===== src/rtl/dmem_pkg.sv =====
// Shared types and default sizing for the SPORK data memory controller.
package dmem_pkg;

   localparam int unsigned DMEM_DATA_W = 8;
   localparam int unsigned DMEM_ADDR_W = 8;

   // Controller phases: sweep memory to zero after reset, then serve requests.
   typedef enum logic {
      ST_CLEAR = 1'b0,
      ST_IDLE  = 1'b1
   } dmem_state_t;

endpackage : dmem_pkg


===== src/rtl/dmem_array.sv =====
// Word storage with one write port and a registered, write-first read port.
// With DMEM_PARITY_EN defined, an even-parity bit is stored per word and checked on read.
module dmem_array
   import dmem_pkg::*;
#(
   parameter int unsigned DATA_W = DMEM_DATA_W,
   parameter int unsigned ADDR_W = DMEM_ADDR_W,
   parameter int unsigned DEPTH  = 1 << ADDR_W
) (
   input  logic              clk,
   input  logic              rst_n,
   input  logic              wr_en_i,
   input  logic [ADDR_W-1:0] wr_addr_i,
   input  logic [DATA_W-1:0] wr_data_i,
   input  logic              rd_en_i,
   input  logic              rd_zero_i,
   input  logic [ADDR_W-1:0] rd_addr_i,
`ifdef DMEM_PARITY_EN
   output logic              rd_perr_o,
`endif
   output logic [DATA_W-1:0] rd_data_o
);

   logic [DATA_W-1:0] mem_q [DEPTH];
   logic [DATA_W-1:0] rd_data_q, rd_data_d;
   logic              fwd_c;

   // Same-edge write to the address being read: the read sees the new data.
   assign fwd_c = wr_en_i && (wr_addr_i == rd_addr_i);

   // Storage write port; contents are defined only by writes (no reset).
   always_ff @(posedge clk) begin
      if (wr_en_i) begin
         mem_q[wr_addr_i] <= wr_data_i;
      end
   end

   // Read data selection: forced zero, forwarded write data, or stored word.
   always_comb begin
      rd_data_d = rd_data_q;
      if (rd_en_i) begin
         if (rd_zero_i) begin
            rd_data_d = '0;
         end else if (fwd_c) begin
            rd_data_d = wr_data_i;
         end else begin
            rd_data_d = mem_q[rd_addr_i];
         end
      end
   end

   // Read data register; holds its value between reads.
   always_ff @(posedge clk or negedge rst_n) begin
      if (!rst_n) begin
         rd_data_q <= '0;
      end else begin
         rd_data_q <= rd_data_d;
      end
   end

   assign rd_data_o = rd_data_q;

`ifdef DMEM_PARITY_EN
   logic par_q [DEPTH];
   logic perr_q, perr_d;

   // Parity bit written alongside each data word.
   always_ff @(posedge clk) begin
      if (wr_en_i) begin
         par_q[wr_addr_i] <= ^wr_data_i;
      end
   end

   // Parity mismatch only possible when the stored word is actually returned.
   always_comb begin
      perr_d = 1'b0;
      if (rd_en_i && !rd_zero_i && !fwd_c) begin
         perr_d = par_q[rd_addr_i] != (^mem_q[rd_addr_i]);
      end
   end

   // Parity error pulse register, aligned with the read data.
   always_ff @(posedge clk or negedge rst_n) begin
      if (!rst_n) begin
         perr_q <= 1'b0;
      end else begin
         perr_q <= perr_d;
      end
   end

   assign rd_perr_o = perr_q;
`endif

endmodule : dmem_array


===== src/rtl/data_memory_ctrl.sv =====
// SPORK data memory controller: post-reset clear sweep, request qualification,
// address range check and registered read/status outputs.
// Optional feature macro: DMEM_PARITY_EN (per-word parity, ParityErr output).
module data_memory_ctrl
   import dmem_pkg::*;
#(
   parameter int unsigned DATA_W = DMEM_DATA_W,
   parameter int unsigned ADDR_W = DMEM_ADDR_W,
   parameter int unsigned DEPTH  = 1 << ADDR_W
) (
   input  logic              clk,
   input  logic              rst_n,
   input  logic              ReadMem,
   input  logic              WriteMem,
   input  logic [ADDR_W-1:0] data_addr,
   input  logic [DATA_W-1:0] DataIn,
   output logic [DATA_W-1:0] DataOut,
   output logic              ReadValid,
   output logic              Ready,
`ifdef DMEM_PARITY_EN
   output logic              ParityErr,
`endif
   output logic              AddrErr
);

   localparam int unsigned       FULL_DEPTH = 1 << ADDR_W;
   localparam logic [ADDR_W-1:0] LAST_IDX   = ADDR_W'(DEPTH - 1);

   dmem_state_t       state_q, state_d;
   logic [ADDR_W-1:0] clr_cnt_q, clr_cnt_d;
   logic              valid_q, valid_d;
   logic              addr_err_q, addr_err_d;
   logic              ready_q;
   logic              in_range_c;
   logic              arr_we_c;
   logic [ADDR_W-1:0] arr_waddr_c;
   logic [DATA_W-1:0] arr_wdata_c;
   logic              arr_re_c;

   // Range check collapses to constant true when every address is implemented.
   generate
      if (DEPTH >= FULL_DEPTH) begin : g_full_range
         assign in_range_c = 1'b1;
      end else begin : g_part_range
         assign in_range_c = 32'(data_addr) < DEPTH;
      end
   endgenerate

   // State, clear counter and output registers.
   always_ff @(posedge clk or negedge rst_n) begin
      if (!rst_n) begin
         state_q    <= ST_CLEAR;
         clr_cnt_q  <= '0;
         valid_q    <= 1'b0;
         addr_err_q <= 1'b0;
         ready_q    <= 1'b0;
      end else begin
         state_q    <= state_d;
         clr_cnt_q  <= clr_cnt_d;
         valid_q    <= valid_d;
         addr_err_q <= addr_err_d;
         ready_q    <= state_d == ST_IDLE;
      end
   end

   // Next state, clear sweep and request qualification.
   always_comb begin
      state_d     = state_q;
      clr_cnt_d   = clr_cnt_q;
      arr_we_c    = 1'b0;
      arr_waddr_c = data_addr;
      arr_wdata_c = DataIn;
      arr_re_c    = 1'b0;
      valid_d     = 1'b0;
      addr_err_d  = 1'b0;
      case (state_q)
         ST_CLEAR: begin
            arr_we_c    = 1'b1;
            arr_waddr_c = clr_cnt_q;
            arr_wdata_c = '0;
            clr_cnt_d   = clr_cnt_q + ADDR_W'(1);
            if (clr_cnt_q == LAST_IDX) begin
               state_d   = ST_IDLE;
               clr_cnt_d = '0;
            end
         end
         ST_IDLE: begin
            arr_we_c   = WriteMem && in_range_c;
            arr_re_c   = ReadMem;
            valid_d    = ReadMem;
            addr_err_d = (ReadMem || WriteMem) && !in_range_c;
         end
         default: state_d = ST_CLEAR;
      endcase
   end

   dmem_array #(
      .DATA_W (DATA_W),
      .ADDR_W (ADDR_W),
      .DEPTH  (DEPTH)
   ) u_array (
      .clk       (clk),
      .rst_n     (rst_n),
      .wr_en_i   (arr_we_c),
      .wr_addr_i (arr_waddr_c),
      .wr_data_i (arr_wdata_c),
      .rd_en_i   (arr_re_c),
      .rd_zero_i (!in_range_c),
      .rd_addr_i (data_addr),
`ifdef DMEM_PARITY_EN
      .rd_perr_o (ParityErr),
`endif
      .rd_data_o (DataOut)
   );

   assign ReadValid = valid_q;
   assign AddrErr   = addr_err_q;
   assign Ready     = ready_q;

endmodule : data_memory_ctrl

===== config.mk =====
export PLATFORM = sky130hd
export DESIGN_NAME = data_memory_ctrl
export DESIGN_NICKNAME = d
export VERILOG_FILES = /design/src/rtl/dmem_pkg.sv /design/src/rtl/dmem_array.sv /design/src/rtl/data_memory_ctrl.sv
export SDC_FILE = /design/constraint.sdc
export NUM_CORES = 2
export LEC_CHECK = 0
export CAP_MARGIN = 20
export CORE_MARGIN = 2
export CORE_UTILIZATION = 55
export CTS_CLUSTER_DIAMETER = 200
export DETAILED_ROUTE_END_ITERATION = 10
export GPL_ROUTABILITY_DRIVEN = 0
export PLACE_DENSITY = 0.68
export SYNTH_ARGS = -nofsm -noshare
export SYNTH_HDL_FRONTEND = slang
export SYNTH_HIERARCHICAL = 1
export SYNTH_SLANG_ARGS = --single-unit

===== constraint.sdc =====
create_clock -name clk -period 5.4 [get_ports clk]
set_input_delay 1.08 -clock clk [delete_from_list [all_inputs] [get_ports clk]]
set_output_delay 1.08 -clock clk [all_outputs]
set_load 0.01 [all_outputs]

==> metrics.csv <==
stage;metric;value;unit
worst_hold_path;worst hold start;clr_cnt_q[6];
power_and_ir_drop;combinational power share;2.2;%
timing;period utilisation layout;68.4;%
clock_tree;CTS Sinks;2066;
timing;setup ws final;1710;ps
die;I/O Pins;31;
critical_path;Worst Setup Path Type;flip-flop to flip-flop;
critical_path;R2R Setup Slk;1710;ps
clock_tree;cts hold-fix bufs;0;
synthesis;Synth area leaders;edfxtp_1 77%, mux4_2 15%, nor2_1 1.3%, o22ai_1 0.91%, mux2_2 0.59%;
grt;gr ovfl total;0;
route;Post-Route WL;191000;µm
outcome;outcome;complete, no violations;
grt;met3 usage;5.06;%
critical_path;reg2reg start;Ready;
route;DR vias;39423;
power_and_ir_drop;Leak;0.0225;µW
route;post-DR wirelength/cell;31.7;µm
clock_tree;Clock Pin Slew Worst Setup and Hold Paths;60;ps
worst_hold_path;hold path endpoint;clr_cnt_q[6];
critical_path;CP required;5830;ps
placed_design;dpl ws;922;ps
worst_hold_path;HP Class;flip-flop to flip-flop;
synthesis;yosys synthesis warning count;6;
route;DR pass1 iterations;8;
clock_tree;CTS buffer count;197;
route;drt drc;0;
power_and_ir_drop;power share of the clock group;42.3;%
clock_tree;H-tree Lvls;4;
finish;share of cells above drive strength 1;26.3;%
grt;first-pass GRT wire length;275000;µm
die;DIE AREA;0.149;mm²
finish;Post-Layout Inst Area;0.0899;mm²
critical_path;reg2reg end;u_array/mem_q[88][2];
route;Starting DRT DRC Count;5241;
finish;post-layout net count;3955;
grt;largest net degree at the start of global routing;169;
run;max-cap violation count;0;
timing;f_max;271;MHz
timing;clk_skew;29.9;ps
placed_design;IO Port Bufs;29;
timing;final hold violations;0;
clock_tree;CTS Buffer Depth;3;
clock_tree;post-cts gate resize count;0;
synthesis;most used flip-flop cell after synthesis;edfxtp_1;
power_and_ir_drop;switching power;6210;µW
timing;Worst-Margin Slew;1130;ps
grt;busiest grt layer;met2;
die;die width;386;µm
clock_tree;CTS tree;built;
placed_design;placed wire-length estimate;116000;µm
power_and_ir_drop;P_int;25000;µW
critical_path;Crit. End Element;flip-flop;
critical_path;reg2reg path depth;5;
clock_tree;setup repair bufs after CTS;0;
synthesis;EDFF count, synth;2048;
finish;Final Non-Filler Cells;6011;
synthesis;Synth async-reset ratio;0.871;%
grt;initial antenna violation count;3;
timing;Rel. slew slack;24.3;%
grt;total track usage;25.9;%
timing;fin. max-slew vios;0;
placed_design;Inst Count DP;5652;
synthesis;Syn Inst Count;3711;
die;core box area;0.145;mm²
power_and_ir_drop;switching share of power;19.9;%
critical_path;arrival time worst endpoint;4130;ps
placed_design;Post-DP Area;0.0837;mm²
clock_tree;Root Driver;clkbuf_16;
timing;RSZ-0062 raised after global routing;no;
clock_tree;worst skew pair latency;840;ps
synthesis;Synth top area share;76.6;%
synthesis;post-synth cell types;65;
grt;vias in the first global route;38648;
synthesis;post-synthesis sequential area ratio;77.2;%
grt;met2 Resource Use GR;39.8;%
synthesis;leading area contributor after synthesis;edfxtp_1;
power_and_ir_drop;Power Dens Cells;347;mW/mm²
worst_hold_path;Hold Crit Depth;1;
die;Starting Density;55.3;%
grt;met1 usage;38.4;%
die;Die Height;386;µm
synthesis;register bit count reported by yosys;2066;
timing;TNS Setup;0;ps
synthesis;synthesized area per cell;21.6;µm²
die;row cnt;140;
critical_path;CP Launch Type;flip-flop;
finish;synth-to-layout area growth;12.0;%
power_and_ir_drop;sequential share of power;55.5;%
critical_path;worst-path maximum fanout;16;
timing;final setup fails;0;
synthesis;Cell Area, Synth;0.0803;mm²
route;DR vias/cell;6.56;
power_and_ir_drop;worst vdd ir;0.000343;V
timing;crit path time final;3690;ps
route;post-route ant nets;0;
worst max path at each step:
stage | startpoint | end | slack (ps) | depth (start not counted)
2_1_floorplan | DataIn[0] | u_array/mem_q[0][0] | 210 | 1
3_5_place_dp | data_addr[0] | u_array/rd_data_o[5] | 920 | 10
6_report | Ready | u_array/mem_q[88][2] | 1710 | 5
3_3_place_gp | data_addr[2] | u_array/rd_data_o[1] | 780 | 8
5_1_grt | Ready | u_array/mem_q[88][3] | 1510 | 5
4_1_cts | Ready | u_array/mem_q[88][3] | 1680 | 5
through the flow:
| step | utilization (%) | power, µW | hold slack, ps |
|---|---|---|---|
| finish | 61.9 | 31200 | 522 |
| global route | 61.9 | 32100 | 552 |
| CTS | 61.9 | 31500 | 527 |
| detailed placement | 57.6 | 18400 | 516 |
| global placement | 57.6 | 18400 | 511 |
| floorplan | - | 18200 | 465 |
synthesized netlist by cell type (11+ instances only):
master       n
mux2i_1     40
clkbuf_1    85
o22ai_1    117
nor2_1     286
nor4_1      21
nand2_1     65
nand4_1     11
edfxtp_1  2048
and2_1      16
mux2_2      42
nor2b_1     29
nor3_1      20
a21oi_1     41
buf_4       43
mux4_2     523
buf_1       13
dfrtp_1     18
nand2b_1    14
nand3_1     30
buf_6       31
buf_2       48
a22oi_1     36
a21o_1      12
layout make-up:
cell class | instances | area [µm²]
flip-flops and latches | 2066 | 61900
fillers | 9779 | 55300
multi-input cells | 1421 | 17100
clock buffers | 244 | 5210
well taps | 1917 | 2400
repair buffers | 245 | 2280
clock inverters | 114 | 978
inverters | 3 | 11.3
diodes | 1 | 2.50
critical path, cell delays in order (launching register included):
cell     delay, ps
dfrtp_1        670
buf_4          310
mux2_2         430
nor2b_1        260
nand2_1        610
nor2_1         980
logic make-up after synthesis:
kind of cell / count (synthesis) / synth area share [%]
other: 1 / 0.00467
multiplexers: 605 / 15.8
flip-flops: 2066 / 77.2
AND/OR/NAND/NOR: 515 / 2.91
buffers and inverters: 225 / 1.63
XOR/XNOR: 11 / 0.120
adder cells (fa/ha/maj): 1 / 0.0156
AO/OA/AOI/OAI: 287 / 2.40
sequential cells by signal, indices dropped and copies added (netlist names):
register and cells:
u_array/mem_q 2048, clr_cnt_q 8, u_array/rd_data_o 8, ReadValid 1, Ready 1
layout by cell type (no fill, tap or decap), types with 42 or more instances in the layout:
cell type  instances
nor2_1           286
mux2_2            42
clkbuf_16        201
nand2_1           65
o22ai_1          117
edfxtp_1        2048
buf_4            187
clkinv_1          49
mux4_2           523
metal layers:
layer  wire (µm)  vias up  share of wire [%]
met5          44        -              0.023
met4        5350        6                2.8
met3       18700      317                9.8
met2       90400     2125                 47
met1       76300    20958                 40
li1            -    16017                  -
power groups by stage:
stage / clock (µW) / sequential [µW] / combinational, µW
floorplan: 0 / 17700 / 484
global placement: 0 / 17700 / 677
detailed placement: 0 / 17700 / 681
CTS: 13400 / 17300 / 681
global route: 14000 / 17300 / 710
finish: 13200 / 17300 / 678
No activity file was read; power rests on OpenSTA's default activity.
